File: config.mk
export PLATFORM = sky130hd
export DESIGN_NAME = sd_spi_port
export DESIGN_NICKNAME = d
export VERILOG_FILES = /design/src/rtl/sd_spi_pkg.sv /design/src/rtl/sd_spi_shifter.sv /design/src/rtl/sd_spi_port.sv
export SDC_FILE = /design/constraint.sdc
export NUM_CORES = 1
export LEC_CHECK = 0
export CAP_MARGIN = 20
export CORE_MARGIN = 2
export CORE_UTILIZATION = 50
export CTS_CLUSTER_DIAMETER = 100
export DETAILED_ROUTE_END_ITERATION = 6
export PLACE_DENSITY = 0.77
export SYNTH_ARGS = -nofsm -noshare
export SYNTH_HDL_FRONTEND = slang
export SYNTH_SLANG_ARGS = --single-unit
export TNS_END_PERCENT = 50
File: constraint.sdc
create_clock -name CLK -period 2.35 [get_ports CLK]
set_clock_uncertainty 0.05 [all_clocks]
set_input_delay 0.3525 -clock CLK [delete_from_list [all_inputs] [get_ports CLK]]
set_output_delay 0.3525 -clock CLK [all_outputs]
set_load 0.005 [all_outputs]
File: src/rtl/sd_spi_pkg.sv
// Shared constants and shifter state encoding for the SD-card SPI port.
package sd_spi_pkg;

  localparam logic REG_DATA = 1'b0;
  localparam logic REG_STAT = 1'b1;

  localparam int STAT_BUSY = 0;
  localparam int STAT_CD   = 1;
  localparam int STAT_WP   = 2;
  localparam int STAT_OVR  = 3;
  localparam int STAT_SS   = 4;
  localparam int STAT_FAST = 5;

  typedef enum logic [2:0] {
    IDLE,
    START,
    LOW,
    HIGH,
    DONE
  } shift_state_e;

endpackage

File: src/rtl/sd_spi_shifter.sv
// SPI mode-0 byte shifter: MSB first, SCK half-period of div_i clocks,
// divider latched when a transfer starts.
module sd_spi_shifter
  import sd_spi_pkg::*;
#(
  parameter int DIV_W = 8
) (
  input  logic             clk_i,
  input  logic             rst_ni,
  input  logic             start_i,
  input  logic [7:0]       tx_i,
  input  logic [DIV_W-1:0] div_i,
  output logic             busy_o,
  output logic [7:0]       rx_o,
  output logic             rx_valid_o,
  output logic             sck_o,
  output logic             mosi_o,
  input  logic             miso_i
);

  shift_state_e     state_q, state_d;
  logic [DIV_W-1:0] cnt_q, cnt_d;
  logic [DIV_W-1:0] div_q, div_d;
  logic [2:0]       bit_q, bit_d;
  logic [7:0]       shift_q, shift_d;
  logic             sck_q, sck_d;
  logic             mosi_q, mosi_d;
  logic             half_done;

  assign half_done  = (cnt_q == div_q - DIV_W'(1));
  assign busy_o     = (state_q != IDLE);
  assign rx_o       = shift_q;
  assign rx_valid_o = (state_q == DONE);
  assign sck_o      = sck_q;
  assign mosi_o     = mosi_q;

  always_ff @(posedge clk_i or negedge rst_ni) begin
    if (!rst_ni) begin
      state_q <= IDLE;
      cnt_q   <= '0;
      div_q   <= '0;
      bit_q   <= '0;
      shift_q <= '0;
      sck_q   <= 1'b0;
      mosi_q  <= 1'b1;
    end else begin
      state_q <= state_d;
      cnt_q   <= cnt_d;
      div_q   <= div_d;
      bit_q   <= bit_d;
      shift_q <= shift_d;
      sck_q   <= sck_d;
      mosi_q  <= mosi_d;
    end
  end

  // The shift register doubles as TX source (bit 7 out) and RX sink (bit 0 in).
  always_comb begin
    state_d = state_q;
    cnt_d   = cnt_q;
    div_d   = div_q;
    bit_d   = bit_q;
    shift_d = shift_q;
    sck_d   = sck_q;
    mosi_d  = mosi_q;
    unique case (state_q)
      IDLE: begin
        sck_d  = 1'b0;
        mosi_d = 1'b1;
        if (start_i) begin
          shift_d = tx_i;
          div_d   = div_i;
          cnt_d   = '0;
          bit_d   = '0;
          state_d = START;
        end
      end
      START: begin
        mosi_d  = shift_q[7];
        cnt_d   = '0;
        state_d = LOW;
      end
      LOW: begin
        if (half_done) begin
          sck_d   = 1'b1;
          shift_d = {shift_q[6:0], miso_i};
          cnt_d   = '0;
          state_d = HIGH;
        end else begin
          cnt_d = cnt_q + DIV_W'(1);
        end
      end
      HIGH: begin
        if (half_done) begin
          sck_d = 1'b0;
          cnt_d = '0;
          bit_d = bit_q + 3'd1;
          if (bit_q == 3'd7) begin
            state_d = DONE;
          end else begin
            mosi_d  = shift_q[7];
            state_d = LOW;
          end
        end else begin
          cnt_d = cnt_q + DIV_W'(1);
        end
      end
      DONE: begin
        mosi_d  = 1'b1;
        state_d = IDLE;
      end
      default: state_d = IDLE;
    endcase
  end

endmodule

File: src/rtl/sd_spi_port.sv
// CPU-facing SD-card SPI port: strobe synchronizers, shadow latches, DATA and
// STATUS/CTRL registers. Optional macro SD_SPI_AUTOREAD_EN: DATA read starts a 0xFF transfer.
module sd_spi_port
  import sd_spi_pkg::*;
#(
  parameter int SLOW_DIV = 100,
  parameter int FAST_DIV = 2
) (
  input  logic       CLK,
  input  logic       RST_N,
  input  logic       CS,
  input  logic       RD_N,
  input  logic       WR_N,
  input  logic       A0,
  input  logic [7:0] D_IN,
  output logic [7:0] D_OUT,
  output logic       D_OE,
  output logic       SD_SCK,
  output logic       SD_MOSI,
  output logic       SD_CS_N,
  input  logic       SD_MISO,
  input  logic       SD_CD_N,
  input  logic       SD_WP
);

  localparam int DIV_MAX = (SLOW_DIV > FAST_DIV) ? SLOW_DIV : FAST_DIV;
  localparam int DIV_W   = $clog2(DIV_MAX) + 1;
  localparam logic [DIV_W-1:0] SLOW_L = DIV_W'(SLOW_DIV);
  localparam logic [DIV_W-1:0] FAST_L = DIV_W'(FAST_DIV);

  logic [2:0] wr_sync_q, rd_sync_q;
  logic       wr_pend_q, rd_pend_q;
  logic       wa0_q, ra0_q;
  logic [7:0] wd_q;
  logic       ss_q, ss_d;
  logic       fast_q, fast_d;
  logic       ovr_q, ovr_d;
  logic [7:0] rxdata_q, rxdata_d;
  logic       wr_commit, rd_commit;
  logic       start;
  logic [7:0] tx;
  logic       busy, rx_valid;
  logic [7:0] rx;
  logic [7:0] status;

  // Commit fires on the synchronized rising edge, only for cycles that hit us.
  assign wr_commit = wr_sync_q[1] & ~wr_sync_q[2] & wr_pend_q;
  assign rd_commit = rd_sync_q[1] & ~rd_sync_q[2] & rd_pend_q;

  always_ff @(posedge CLK or negedge RST_N) begin
    if (!RST_N) begin
      wr_sync_q <= '1;
      rd_sync_q <= '1;
      wr_pend_q <= 1'b0;
      rd_pend_q <= 1'b0;
      ss_q      <= 1'b0;
      fast_q    <= 1'b0;
      ovr_q     <= 1'b0;
      rxdata_q  <= 8'hFF;
    end else begin
      wr_sync_q <= {wr_sync_q[1:0], WR_N};
      rd_sync_q <= {rd_sync_q[1:0], RD_N};
      wr_pend_q <= (CS & ~WR_N) | (wr_pend_q & ~wr_commit);
      rd_pend_q <= (CS & ~RD_N) | (rd_pend_q & ~rd_commit);
      ss_q      <= ss_d;
      fast_q    <= fast_d;
      ovr_q     <= ovr_d;
      rxdata_q  <= rxdata_d;
    end
  end

  always_ff @(posedge CLK) begin
    if (CS && !WR_N) begin
      wa0_q <= A0;
      wd_q  <= D_IN;
    end
    if (CS && !RD_N) begin
      ra0_q <= A0;
    end
  end

  always_comb begin
    ss_d     = ss_q;
    fast_d   = fast_q;
    ovr_d    = ovr_q;
    rxdata_d = rx_valid ? rx : rxdata_q;
    start    = 1'b0;
    tx       = wd_q;
    if (wr_commit && wa0_q == REG_STAT) begin
      ss_d   = wd_q[0];
      fast_d = wd_q[1];
    end
    if (rd_commit && ra0_q == REG_STAT) begin
      ovr_d = 1'b0;
    end
    // Overrun set comes last so it wins over a same-cycle STATUS-read clear.
    if (wr_commit && wa0_q == REG_DATA) begin
      if (busy) ovr_d = 1'b1;
      else      start = 1'b1;
    end
`ifdef SD_SPI_AUTOREAD_EN
    else if (rd_commit && ra0_q == REG_DATA && !busy) begin
      start = 1'b1;
      tx    = 8'hFF;
    end
`endif
  end

  always_comb begin
    status            = '0;
    status[STAT_BUSY] = busy;
    status[STAT_CD]   = ~SD_CD_N;
    status[STAT_WP]   = SD_WP;
    status[STAT_OVR]  = ovr_q;
    status[STAT_SS]   = ss_q;
    status[STAT_FAST] = fast_q;
  end

  assign D_OE    = CS & ~RD_N;
  assign D_OUT   = A0 ? status : rxdata_q;
  assign SD_CS_N = ~ss_q;

  sd_spi_shifter #(
    .DIV_W(DIV_W)
  ) u_shifter (
    .clk_i     (CLK),
    .rst_ni    (RST_N),
    .start_i   (start),
    .tx_i      (tx),
    .div_i     (fast_q ? FAST_L : SLOW_L),
    .busy_o    (busy),
    .rx_o      (rx),
    .rx_valid_o(rx_valid),
    .sck_o     (SD_SCK),
    .mosi_o    (SD_MOSI),
    .miso_i    (SD_MISO)
  );

endmodule

; ---- After elaboration in Yosys (flattened, before gate mapping)
; Index checks and enable logic that the tools add are counted.
; W data, S select, Z words.
[classes]
add_sub_neg = 3
eq_ne = 10
mux = 27
bitwise = 19
n_reduce_logical = 23
[ops]
columns = op, count
row1 = $mux W8, 5
row2 = $pmux W8 S3, 1
row3 = $mux W3, 6
row4 = $pmux W8 S2, 1
row5 = $reduce_and A3 Y1, 5
row6 = $pmux W3 S4, 1
row7 = $reduce_bool A3 Y1, 4
row8 = $mux W1, 9
row9 = $not A1 Y1, 9
row10 = $add A8 B1 Y8 const B, 1
row11 = $and A1 B1 Y1, 8
row12 = $eq A8 B8 Y1, 1
row13 = $sub A8 B1 Y8 const B, 1
row14 = $mux W7, 1
row15 = $eq A3 B2 Y1 const B, 2
row16 = $eq A3 B3 Y1 const B, 2
row17 = $pmux W1 S3, 2
row18 = $pmux W3 S2, 1
row19 = $logic_and A1 B1 Y1, 5
row20 = $ne A2 B1 Y1 const B, 2
row21 = $ne A2 B2 Y1 const B, 2
row22 = $reduce_and A2 Y1, 2
row23 = $reduce_bool A2 Y1, 2
row24 = $reduce_or A2 Y1, 2
row25 = other kinds (5), 7
[totals]
register_bits = 61
output_inout_bits = 12
elab_cells = 100

; ---- Longest topological paths before layout
[depth]
ltp_word = 7
mapped_depth = 8
mapped_depth_nobuf = 7

; ---- Modules after synthesis
; Synthesis repeated with hierarchy kept, for this count alone.
[hier_totals]
cells_unflattened = 253
area_unflattened_um2 = 2971.6
[modules_own_cells]
columns = module, n_inst, cells_per_inst, area_per_inst_um2, seq_area_each_um2
row1 = sd_spi_shifter, 1, 187, 1879.3, 802.0
row2 = sd_spi_port, 1, 66, 1092.3, 793.3

; ---- Worst setup path before layout
; Ideal clock, no wire load.
[synth_path]
path_kind = reg2reg
start = register u_shifter.div_q[1]
end = register u_shifter.shift_q[6] (netlist: u_shifter.rx_o[6])
arrival_ps = 2067
t_required_ps = 2172
slack_ps = 106
path_stages_with_launch = 9
path_buffers = 1
cell_sequence = dfrtp_1 inv_1 ha_1 or4_1 a211oi_2 and3_1 buf_6 a21oi_4 mux2_1
[synth_between]
elab_chain_cells = 4
[synth_rtl]
columns = item, line
row1 = from (decl), sd_spi_shifter.sv:23  ; logic [DIV_W-1:0] div_q, div_d;
row2 = from (signal assigned), sd_spi_shifter.sv:49  ; div_q <= div_d;
row3 = $sub A8 B1 Y8, sd_spi_shifter.sv:30  ; assign half_done = (cnt_q == div_q - DIV_W'(1));
row4 = $eq A8 B8 Y1, sd_spi_shifter.sv:30
row5 = $ne A2 B1 Y1 (no source line), -
row6 = $reduce_and A3 Y1 (no source line), -
row7 = to (signal assigned), sd_spi_shifter.sv:51  ; shift_q <= shift_d;
row8 = to (decl), sd_spi_shifter.sv:25  ; logic [7:0] shift_q, shift_d;
; No other way between the ends.
; A chain may end at the register's enable or synchronous reset.

; ---- Final worst setup path
; Same ends and word-level chain as after synthesis.

==> impl_metrics.tcl <==
set metrics [dict create \
    status "completed" \
    remaining_drc_errors 0 \
    relSlewSlack 0.457 \
    syn_to_final_growth_pct 19.9 \
    cap_violations 0 \
    syn_nets 225 \
    cts_buffers 5 \
    grtUsageTotal 0.184 \
    path_clk_slew_ps 100 \
    synthFlopType "dfrtp_1" \
    startpoint_type "flop" \
    tightest_slew_ps 815 \
    die_w_um 74.8 \
    mostFrequentLayoutCell "dfrtp_1" \
    async_reset_ff_frac 0.818 \
    crit_path_end_kind "flop" \
    max_freq_mhz 447 \
    synth_edf_count 10 \
    root_buffer "clkbuf_8" \
    r2r_slack_ps 110 \
    grt_pass1_vias 1599 \
    finalHoldViolCount 0 \
    place_ws_ps 38.8 \
    syn-cell-area_mm2 0.00251 \
    layout_min_cycle_time_ps 2240 \
    insertion_delay_ps 320 \
    core_area_mm2 0.00479 \
    io_buffers 28 \
    drtIter0Drc 50 \
    place.gp.congestion 0.846 \
    synth_cell_types 46 \
    power.leakage_nw 1.27 \
    cts_hold_buffers 0 \
    path_max_fanout 9 \
    worst_slack_ps 114 \
    final_nets 265 \
    die_y_um 74.8 \
    syn_inst 203 \
    tns_ps 0 \
    path_class "reg2reg" \
    ir_drop_mv 0.423 \
    grt_pass1_wl_mm 7.61 \
    drtAntennaViolNets 0 \
    drive_gt1_frac 0.295 \
    vias_per_cell 5.26 \
    grt_max_degree 38 \
    clockBufferDepth 2 \
    overflow 0 \
    synth.ff_latch_count 55 \
    p_per_area_mw_per_mm2 924 \
    antenna_cells 0 \
    layout_common_cells "dfrtp_1, mux2_2, clkdlybuf4s50_1" \
    yosysSeqAreaShare 0.576 \
    firstDrtPassIters 4 \
    arrival_ps 2400 \
    clock-sinks 55 \
    io_pins 29 \
    hold-worst-slack_ps 69.1 \
    wl_per_cell_um 15.0 \
    yosysWarnings 0 \
    avgSynthCellArea_um2 12.4 \
    worst_ep_required_time_ps 2510 \
    cts_max_level 2 \
    slew_viol_final 0 \
    hpwl_mm 3.42 \
    wl_mm 4.68 \
    period_share 0.952 \
    initial_utilization 0.524 \
    die_area_mm2 0.00560 \
    antenna_found_initial 0 \
    final_util 0.628 \
    cts_setup_buffers 0 \
    rows 25 \
    hp-class "in2async" \
    cts_tree "built" \
    rsz0062_at_grt "false" \
    via_count 1637 \
    setup_viol 0 \
]
## repair_timing
action                                  in CTS  in global routing
resized for setup                            0                  1
endpoints found under the hold margin        0                  0
endpoints found under the setup margin       0                 10
## per-layer routing
layer  share of wire  vias to the layer above  GRT usage
li1                -                      801          -
met1            0.45                      795      0.250
met2            0.50                       38      0.300
met3           0.043                        3     0.0482
met4          0.0068                        0     0.0417
met5               0                        -          0
## worst paths after layout
check                                                     from                        endpoint  cells past startpoint
worst max-delay path            u_shifter.div_q[1]$_DFFE_PN0P_   u_shifter.rx_o[6]$_DFFE_PN0P_                      7
worst min-delay path                                     RST_N  u_shifter.cnt_q[5]$_DFFE_PN0P_                      1
worst max register to register  u_shifter.div_q[1]$_DFFE_PN0P_   u_shifter.rx_o[6]$_DFFE_PN0P_                      7
worst min register to register          wr_sync_q[0]$_DFF_PN1_          wr_sync_q[1]$_DFF_PN1_                      0
max in group asynchronous                                RST_N    u_shifter.mosi_o$_DFFE_PN1P_                      2
min in group CLK                        wr_sync_q[0]$_DFF_PN1_          wr_sync_q[1]$_DFF_PN1_                      0
## logic make-up after synthesis
group,after synthesis,synth area share
DFF,55,0.576
and+or+nand+nor,60,0.122
buffers and inverters,17,0.0344
adders and majority gates,5,0.0250
AOI/OAI and AO/OA,30,0.0853
xor gates and xnor gates,2,0.00699
muxes,34,0.150
## critical path, stage by stage, from the launching register on
cell and delay [ps]:
dfrtp_1 360, inv_1 60, ha_1 200, or4_1 490, a211oi_2 240, and3_2 290, a21oi_4 120, mux2_1 320
## through the flow
stage               std cells  power, W  cell area, um^2
CTS                       311   0.00281             3000
global placement          303   0.00220             2900
detailed placement        303   0.00222             2900
finish                    311   0.00278             3010
global route              311   0.00296             3010
floorplan                 203   0.00191             2510
## layout make-up
cell class | count | area [um^2]
Clock inverter | 2 | 17.5
Sequential cell | 55 | 1450
Timing Repair Buffer | 39 | 358
Tap cell | 67 | 83.8
Fill cell | 394 | 1780
Clock buffer | 6 | 82.6
Inverter | 11 | 41.3
Multi-Input combinational cell | 131 | 977
## synthesized netlist by cell type (5+ instances only)
master    count  area, um^2
dfrtp_1      30         751
mux2_2       28         315
nand2_1      18        67.6
dfstp_2      15         394
inv_1        11        41.3
edfxtp_1     10         300
o21ai_0      10        50.1
nor2_1        9        33.8
nand3_1       6        30.0
ha_1          5        62.6
mux2i_1       5        50.1
nor2b_1       5        31.3
## sequential cells by signal (all words and copies together), names as in the netlist, 2 cells and up
name               flops
tx                     8
wr_sync_q              3
u_shifter.state_q      3
rd_sync_q              3
u_shifter.bit_q        3
u_shifter.rx_o         8
u_shifter.cnt_q        8
u_shifter.div_q        2
rxdata_q               8
## power by group
group / total [W] / switching [W] / internal (W) / leakage, nW
clock: 0.000574 / 0.000326 / 0.000247 / 0.0522
sequential: 0.00137 / 0.000192 / 0.00118 / 0.630
combinational: 0.000835 / 0.000351 / 0.000484 / 0.586
total: 0.00278 / 0.000870 / 0.00191 / 1.27
Note: power is estimated with default switching activity, not from simulation.
